===== config.mk =====
export PLATFORM = sky130hd
export DESIGN_NAME = vec_lane_serializer
export DESIGN_NICKNAME = d
export VERILOG_FILES = /design/src/rtl/vec_stream_pkg.sv /design/src/rtl/vec_sync_fifo.sv /design/src/rtl/vec_lane_serializer.sv
export SDC_FILE = /design/constraint.sdc
export NUM_CORES = 1
export LEC_CHECK = 0
export ABC_AREA = 0
export BUFFER_PORTS_ARGS = -buffer_cell sky130_fd_sc_hd__buf_2
export CAP_MARGIN = 20
export CORE_UTILIZATION = 60
export DETAILED_ROUTE_END_ITERATION = 10
export PLACE_DENSITY_LB_ADDON = 0.1
export SETUP_SLACK_MARGIN = 0.4
export SLEW_MARGIN = 40
export SYNTH_ARGS = -nofsm -noshare
export SYNTH_HDL_FRONTEND = slang
export SYNTH_SLANG_ARGS = --single-unit

===== constraint.sdc =====
create_clock -name clk -period 6.7 [get_ports clk]
set_clock_uncertainty 0.15 [all_clocks]
set_input_delay 1.34 -clock clk [delete_from_list [all_inputs] [get_ports clk]]
set_output_delay 1.34 -clock clk [all_outputs]
set_load 0.005 [all_outputs]

===== src/rtl/vec_stream_pkg.sv =====
// Shared types and constants for the vector-store to audio-lane streaming path.
// The processor store port is 128 bits wide and is split into LANES samples of LANE_W bits.
package vec_stream_pkg;

  localparam int LANE_W = 8;
  localparam int LANES  = 16;
  localparam int VEC_W  = 128;

  typedef logic [LANE_W-1:0] lane_t;
  typedef logic [VEC_W-1:0]  vec_t;

  typedef enum logic {
    IDLE   = 1'b0,
    STREAM = 1'b1
  } ser_state_t;

endpackage


===== src/rtl/vec_sync_fifo.sv =====
// Single-clock FIFO of 128-bit vector words with registered count, full and empty flags.
// A push and a pop in the same cycle are both honoured.
module vec_sync_fifo
  import vec_stream_pkg::*;
#(
  parameter int DEPTH = 4,
  parameter int CNT_W = $clog2(DEPTH + 1)
) (
  input  logic             clk,
  input  logic             srst,
  input  logic             push,
  input  vec_t             wdata,
  input  logic             pop,
  output vec_t             rdata,
  output logic [CNT_W-1:0] count,
  output logic             full,
  output logic             empty
);

  localparam int PTR_W = $clog2(DEPTH);

  vec_t             mem [DEPTH];
  logic [PTR_W-1:0] wr_ptr_reg;
  logic [PTR_W-1:0] rd_ptr_reg;
  logic [CNT_W-1:0] count_reg;
  logic [CNT_W-1:0] count_next;
  logic             full_reg;
  logic             empty_reg;
  logic             push_ok;
  logic             pop_ok;

  // Gating on the registered flags means a pop in the same cycle cannot make room for a push.
  assign push_ok    = push && !full_reg;
  assign pop_ok     = pop && !empty_reg;
  assign count_next = count_reg + CNT_W'(push_ok) - CNT_W'(pop_ok);

  always_ff @(posedge clk) begin
    if (push_ok) begin
      mem[wr_ptr_reg] <= wdata;
    end
  end

  always_ff @(posedge clk) begin
    if (srst) begin
      wr_ptr_reg <= '0;
      rd_ptr_reg <= '0;
      count_reg  <= '0;
      full_reg   <= 1'b0;
      empty_reg  <= 1'b1;
    end else begin
      if (push_ok) begin
        wr_ptr_reg <= wr_ptr_reg + PTR_W'(1);
      end
      if (pop_ok) begin
        rd_ptr_reg <= rd_ptr_reg + PTR_W'(1);
      end
      count_reg <= count_next;
      full_reg  <= (count_next == CNT_W'(DEPTH));
      empty_reg <= (count_next == '0);
    end
  end

  // The head word must be available in the same cycle the serializer decides to load it.
  assign rdata = mem[rd_ptr_reg];
  assign count = count_reg;
  assign full  = full_reg;
  assign empty = empty_reg;

endmodule


===== src/rtl/vec_lane_serializer.sv =====
// Buffers vector store words and streams them out lane by lane, lane 0 first, on a valid/ready port.
// Words arriving while the buffer is full are dropped and latched into a sticky overflow flag.
module vec_lane_serializer #(
  parameter int LANE_W = vec_stream_pkg::LANE_W,
  parameter int LANES  = vec_stream_pkg::LANES,
  parameter int DEPTH  = 4
) (
  input  logic                       clk,
  input  logic                       reset,
  input  logic                       wren_b,
  input  logic [127:0]               data_b,
  output logic [LANE_W-1:0]          sample_out,
  output logic                       sample_valid,
  input  logic                       sample_ready,
  output logic                       sample_last,
  output logic [$clog2(LANES)-1:0]   lane_idx,
  output logic [$clog2(DEPTH+1)-1:0] fifo_count,
  output logic                       full,
  output logic                       empty,
  output logic                       overflow,
  input  logic                       clr_overflow
);

  import vec_stream_pkg::*;

  localparam int LIDX_W = $clog2(LANES);
  localparam int CNT_W  = $clog2(DEPTH + 1);

  ser_state_t        state_reg;
  ser_state_t        state_next;
  vec_t              word_reg;
  vec_t              word_next;
  logic [LIDX_W-1:0] lane_idx_reg;
  logic [LIDX_W-1:0] lane_idx_next;
  logic              overflow_reg;
  logic              pop;
  vec_t              head;
  logic              fifo_empty;
  logic              fifo_full;
  logic [CNT_W-1:0]  count;
  logic              at_last;
  logic [LANE_W-1:0] lanes [LANES];

  vec_sync_fifo #(
    .DEPTH (DEPTH),
    .CNT_W (CNT_W)
  ) u_fifo (
    .clk   (clk),
    .srst  (reset),
    .push  (wren_b),
    .wdata (data_b),
    .pop   (pop),
    .rdata (head),
    .count (count),
    .full  (fifo_full),
    .empty (fifo_empty)
  );

  for (genvar gi = 0; gi < LANES; gi++) begin : g_lane
    assign lanes[gi] = word_reg[gi*LANE_W +: LANE_W];
  end

  assign at_last = (lane_idx_reg == LIDX_W'(LANES - 1));

  always_comb begin
    state_next    = state_reg;
    word_next     = word_reg;
    lane_idx_next = lane_idx_reg;
    pop           = 1'b0;
    case (state_reg)
      IDLE: begin
        if (!fifo_empty) begin
          pop           = 1'b1;
          word_next     = head;
          lane_idx_next = '0;
          state_next    = STREAM;
        end
      end
      STREAM: begin
        if (sample_ready) begin
          if (!at_last) begin
            lane_idx_next = lane_idx_reg + LIDX_W'(1);
          end else if (!fifo_empty) begin
            // Chain straight into the next word so the stream has no bubble at word boundaries.
            pop           = 1'b1;
            word_next     = head;
            lane_idx_next = '0;
          end else begin
            lane_idx_next = '0;
            state_next    = IDLE;
          end
        end
      end
      default: begin
        state_next = IDLE;
      end
    endcase
  end

  always_ff @(posedge clk) begin
    if (reset) begin
      state_reg    <= IDLE;
      word_reg     <= '0;
      lane_idx_reg <= '0;
      overflow_reg <= 1'b0;
    end else begin
      state_reg    <= state_next;
      word_reg     <= word_next;
      lane_idx_reg <= lane_idx_next;
      // A drop on the same edge as a clear still leaves the flag set.
      if (wren_b && fifo_full) begin
        overflow_reg <= 1'b1;
      end else if (clr_overflow) begin
        overflow_reg <= 1'b0;
      end
    end
  end

  assign sample_valid = (state_reg == STREAM);
  assign sample_out   = sample_valid ? lanes[lane_idx_reg] : '0;
  assign sample_last  = sample_valid && at_last;
  assign lane_idx     = lane_idx_reg;
  assign fifo_count   = count;
  assign full         = fifo_full;
  assign empty        = fifo_empty && (state_reg == IDLE);
  assign overflow     = overflow_reg;

endmodule


# Word-level counts from Yosys, hierarchy flattened
# Memory sizes are Yosys's and may differ from the RTL's. A register that Yosys moved wholly into a read port is not among the register bits.
# Index checks and enable logic that the tools add are counted.
# word_totals
word_cells,59
regBits,143
mem_bits_ro,0
input_bits,133
ram_bits,512
output_inout_bits,20
latch_bits,0
memories,1
# mem_list
memory,depth,word_bits,rd,rd_ports_with_merged_regs,wr,line_no,source
u_fifo.mem,4,128,1,1,1,vec_sync_fifo.sv:22,vec_t mem [DEPTH];
# op_classes
order_cmp,1
reduce_logical,11
shifts,0
n_mul,0
div_mod_pow,0
eq_ne,5
addsub,5
n_bitwise,2
n_mux,25
# ops
cell,count
128-bit two-way mux,3
128-bit one-hot mux with 2 select lines,1
8-bit binary-select mux with 4-bit select,1
8-bit two-way mux,3
4-bit two-way mux,3
1-bit two-way mux,9
4-bit one-hot mux with 2 select lines,1
"5-bit >= comparator, second input constant",1
1-bit logical AND,5
4-bit NOT with 5-bit output,1
"2-bit by 1-bit adder with 2-bit output, second input constant",2
"4-bit by 1-bit adder with 4-bit output, second input constant",1
"4-bit equality test, second input constant",1
2-bit two-way mux,2
"2-bit inequality test, second input constant",2
1-bit one-hot mux with 2 select lines,2
2-bit AND reduction,2
3-bit by 1-bit adder with 3-bit output,1
"3-bit equality test, second input constant",1
3-bit logical NOT,1
3-bit by 1-bit subtractor with 3-bit output,1
1-bit logical NOT,2
"2-bit by 1-bit inequality test with 1-bit output, second input constant",1
2-bit nonzero test,1
1-bit NOT,1

# Logic depth before layout (Yosys ltp)
# depth
word_depth,7
depth_mapped,14
mapped_depth_nobuf,13

# By module
# A second synthesis with hierarchy kept.
# unflattened
hier_cells,1425
area_unflattened_um2,24890.1
# by_module_without_submodules
module,area_per_inst_um2,n_inst,cells_each,seq_area_each_um2
vec_sync_fifo,19063.3,1,717,15595.0
vec_lane_serializer,5826.8,1,708,2682.6

# Worst setup path before layout
# Ideal clock, no wire load.
# synth_path
path_type,input port to flip-flop
start,input wren_b
end,memory u_fifo.mem[0][0] (netlist name) (enable)
slack_ns,1.382
required_time_ns,6.048
path_buffers,1
arrival_ns,4.666
path_stages,3
setup_ns,0.502
cell_sequence,nor2b_1 clkbuf_1 and2_1
# synth_between
elab_chain_len,3
# synth_rtl
element,line_no,source
"start, declared",vec_lane_serializer.sv:10,"input logic wren_b,"
1-bit logical AND,vec_sync_fifo.sv:33,assign push_ok = push && !full_reg;
net u_fifo.push_ok,vec_sync_fifo.sv:29,logic push_ok;
1-bit two-way mux,vec_sync_fifo.sv:38,if (push_ok) begin
1-bit two-way mux (implied by the code),vec_sync_fifo.sv:39,mem[wr_ptr_reg] <= wdata;
"end, declared",vec_sync_fifo.sv:22,
# The timed path passes the listed nets, and every way through them passes these cells.

# Worst setup path after layout
# layout_path
start,"register lane_idx_reg[0], in the netlist lane_idx[0]"
end,"register u_fifo.full_reg, in the netlist u_fifo.full"
# layout_between
elab_chain_len,7
# layout_rtl
element,line_no,source
"start, declared",vec_lane_serializer.sv:33,logic [LIDX_W-1:0] lane_idx_reg;
"start signal, assigned",vec_lane_serializer.sv:109,lane_idx_reg <= lane_idx_next;
4-bit equality test,vec_lane_serializer.sv:63,assign at_last = (lane_idx_reg == LIDX_W'(LANES - 1));
1-bit two-way mux,vec_lane_serializer.sv:81,if (!at_last) begin
1-bit two-way mux,vec_lane_serializer.sv:80,if (sample_ready) begin
1-bit one-hot mux with 2 select lines,vec_lane_serializer.sv:70,case (state_reg)
1-bit logical AND,vec_sync_fifo.sv:34,assign pop_ok = pop && !empty_reg;
3-bit by 1-bit subtractor with 3-bit output,vec_sync_fifo.sv:35,assign count_next = count_reg + CNT_W'(push_ok) - CNT_W'(pop_ok);
3-bit equality test,vec_sync_fifo.sv:58,full_reg <= (count_next == CNT_W'(DEPTH));
"end signal, assigned",vec_sync_fifo.sv:58,
"end, declared",vec_sync_fifo.sv:27,logic full_reg;
# No other way between the ends.
# A chain may end at the register's enable or synchronous reset.

==> results.toml <==
[global_routing]
globalRouteOverflowTotal = 0
grt_antenna_before_repair = 2
gr-usage-all-layers = 0.238
grt_pass1_vias = 12700
grt_max_degree = 114
grt_pass1_wl_um = 73800

[routing]
routedWlPerCell_um = 22.5
final_antenna_net_count = 0
drt_iter0_drc = 869
drcViolationCount = 0
routed_wl_um = 48600
vias = 12700
firstDrtPassIters = 5
avgViaCountPerCell = 5.88

[sta]
period_share = 0.657
max_freq_mhz = 227
rsz0062_at_grt = "no"
setup_violations = 0
fin_setup_tns_ns = 0
finalMaxSlewViolations = 0
tightestPinTransition_ns = 0.995
fin_crit_ns = 4.41
setup_ws_ns = 2.29
slew_headroom = 0.337
hold_viol_final = 0

[cells_and_area]
fin_nets = 1718
fill_cells = 2696
post-route-util = 0.692
area_growth_pct = 13.9
layout_commonest_cell = "edfxtp_1"
drive_above_1_share = 0.263
fin_area_sq_mm = 0.0282
mostFrequentLayoutCells = "edfxtp_1, nand2_1, buf_2, dfxtp_1, mux4_2"
largest_reg_flops = 512

[cts]
insertion_delay_ns = 0.58
cts_root_buffer = "clkbuf_16"
clock_path_buffers = 3
postCtsSetupBuffers = 0
clkTransAtPathRegs_ns = 0.06
ctsResizeCount = 0
cts_tree = "built"
hold_buffers = 0
numCtsBuffers = 66
cts_sinks = 657
h-tree-depth = 3

[setup_path]
startpoint_type = "flop"
crit_path_end_kind = "flop"
crit_top_cell = "ha_1"
crit_arrival_ns = 4.73
cp_max_fo = 67
worstSetupPathType = "flop to flop"
critPathBufInv = 4
path_delay_family = "adder cells"
cp.required_ns = 7.03
startpoint = "lane_idx[0]"
slowest_delay_ns = 0.67
cp_slowest_cell = "dfxtp_4"
cp_cell_sequence = "buf_12, ha_1, nand4_1, a21o_4, inv_4, ha_1, inv_1, ha_1, inv_1, fa_1, xor2_1, xnor2_1, nor2_1, and3_1"
reg2reg_from = "lane_idx[0]"

[floorplan]
dieArea_sq_mm = 0.0421
coreArea_sq_mm = 0.0407
start_util = 0.608
die_x_um = 205
pin_count = 153
die_y_um = 205
rows = 74

[yosys]
synth_top_area_share = 0.621
ys_types = 38
ys_ff_latch = 657
yosysSeqAreaShare = 0.738
syn-instance-count = 1426
synth_nets = 1567
syn_area_sq_mm = 0.0248
synth_area_leaders = "edfxtp_1, mux4_2, dfxtp_1"
synth_largest_area_cell = "edfxtp_1"
ys_warn_count = 0
synth_area_per_cell_sq_um = 17.4

[min_path]
min-delay-start = "word_reg[88]"
hold_path.class = "flop to flop"

[placed_design]
place.gp.congestion = 0.779
io_buffers = 152
detailed_place_hpwl_um = 29800
place_ws_ns = 2.11
placed_cell_area_sq_mm = 0.0260

[pwr]
p_leak_uw = 0.00937
cellPowerDensity_mw_per_mm2 = 394
ir_drop_mv = 0.266

[outcome]
status = "complete, no violations"

[flow_run]
max_cap_violations = 0
[logic make-up after synthesis]
family	Yosys count	synth area share
compound gates	170	0.0386
buf+inv	97	0.0223
mux	178	0.145
flops	657	0.738
fa+ha+maj	8	0.00435
simple gates	312	0.0503
xor+xnor	4	0.00142
[path summary, 6_finish.rpt]
path         slack [ns]            to  depth (start not counted)
min reg2reg        0.30  word_reg[88]                          2
max                2.29   u_fifo.full                         14
min                0.30  word_reg[88]                          2
max reg2reg        2.29   u_fifo.full                         14
[layer usage]
| layer | global-route usage | vias to the layer above | wire length, um | share of wire |
|---|---|---|---|---|
| met5 | 0 | - | 9 | 0.00019 |
| met4 | 0.0683 | 2 | 907 | 0.019 |
| met3 | 0.0503 | 76 | 3430 | 0.071 |
| met2 | 0.371 | 385 | 23600 | 0.49 |
| met1 | 0.342 | 6449 | 20700 | 0.43 |
| li1 | - | 5792 | - | - |
[tightest hold or removal path, cell delays in order (launching register included)]
cell and delay [ns]:
dfxtp_1 0.30, nand2_1 0.05, a21oi_1 0.05
[per-stage QoR]
stage          cells  total power, uW  hold WS (ns)
6_report        2161            11100         0.302
5_1_grt         2159            11600         0.315
4_1_cts         2158            11200         0.305
3_5_place_dp    2040             7590         0.296
3_3_place_gp    2034             7530         0.289
2_1_floorplan   1426             7000         0.274
[final cells by class]
cell class	count	area, sq um	share of cell area
inverter	9	36.3	0.00129
timing repair buffer	171	1050	0.0374
antenna	2	5.00	0.000178
clock buffer	104	2080	0.0737
multi-input combinational	672	5940	0.211
clock inverter	14	113	0.00400
sequential	657	18300	0.649
tap	532	666	0.0236
[synthesized netlist by cell type]
cell	instances
inv_2	1
nand4b_1	1
a221oi_1	6
and4_1	1
a21boi_0	1
a21oi_1	128
a21oi_2	10
dfxtp_1	145
nor3_1	1
and3_1	1
buf_2	29
nand4_1	2
a21o_1	2
buf_12	1
mux4_2	141
buf_4	8
and2_1	6
ha_1	7
buf_6	14
nor2b_1	4
clkbuf_1	36
a311oi_1	1
o2111ai_1	1
nand2_1	270
xor2_1	2
nand3_1	7
mux2i_1	35
nand2b_1	8
nor2_1	10
fa_1	1
a32oi_1	1
edfxtp_1	512
a22oi_1	10
xnor2_1	2
o21ai_0	10
inv_1	8
or3_1	1
mux4_1	2
[power by group]
part           internal, uW  switching (uW)
Clock                  2200            1430
Sequential             5040             290
Combinational           938            1220
Power figures use the tool's default switching activity.
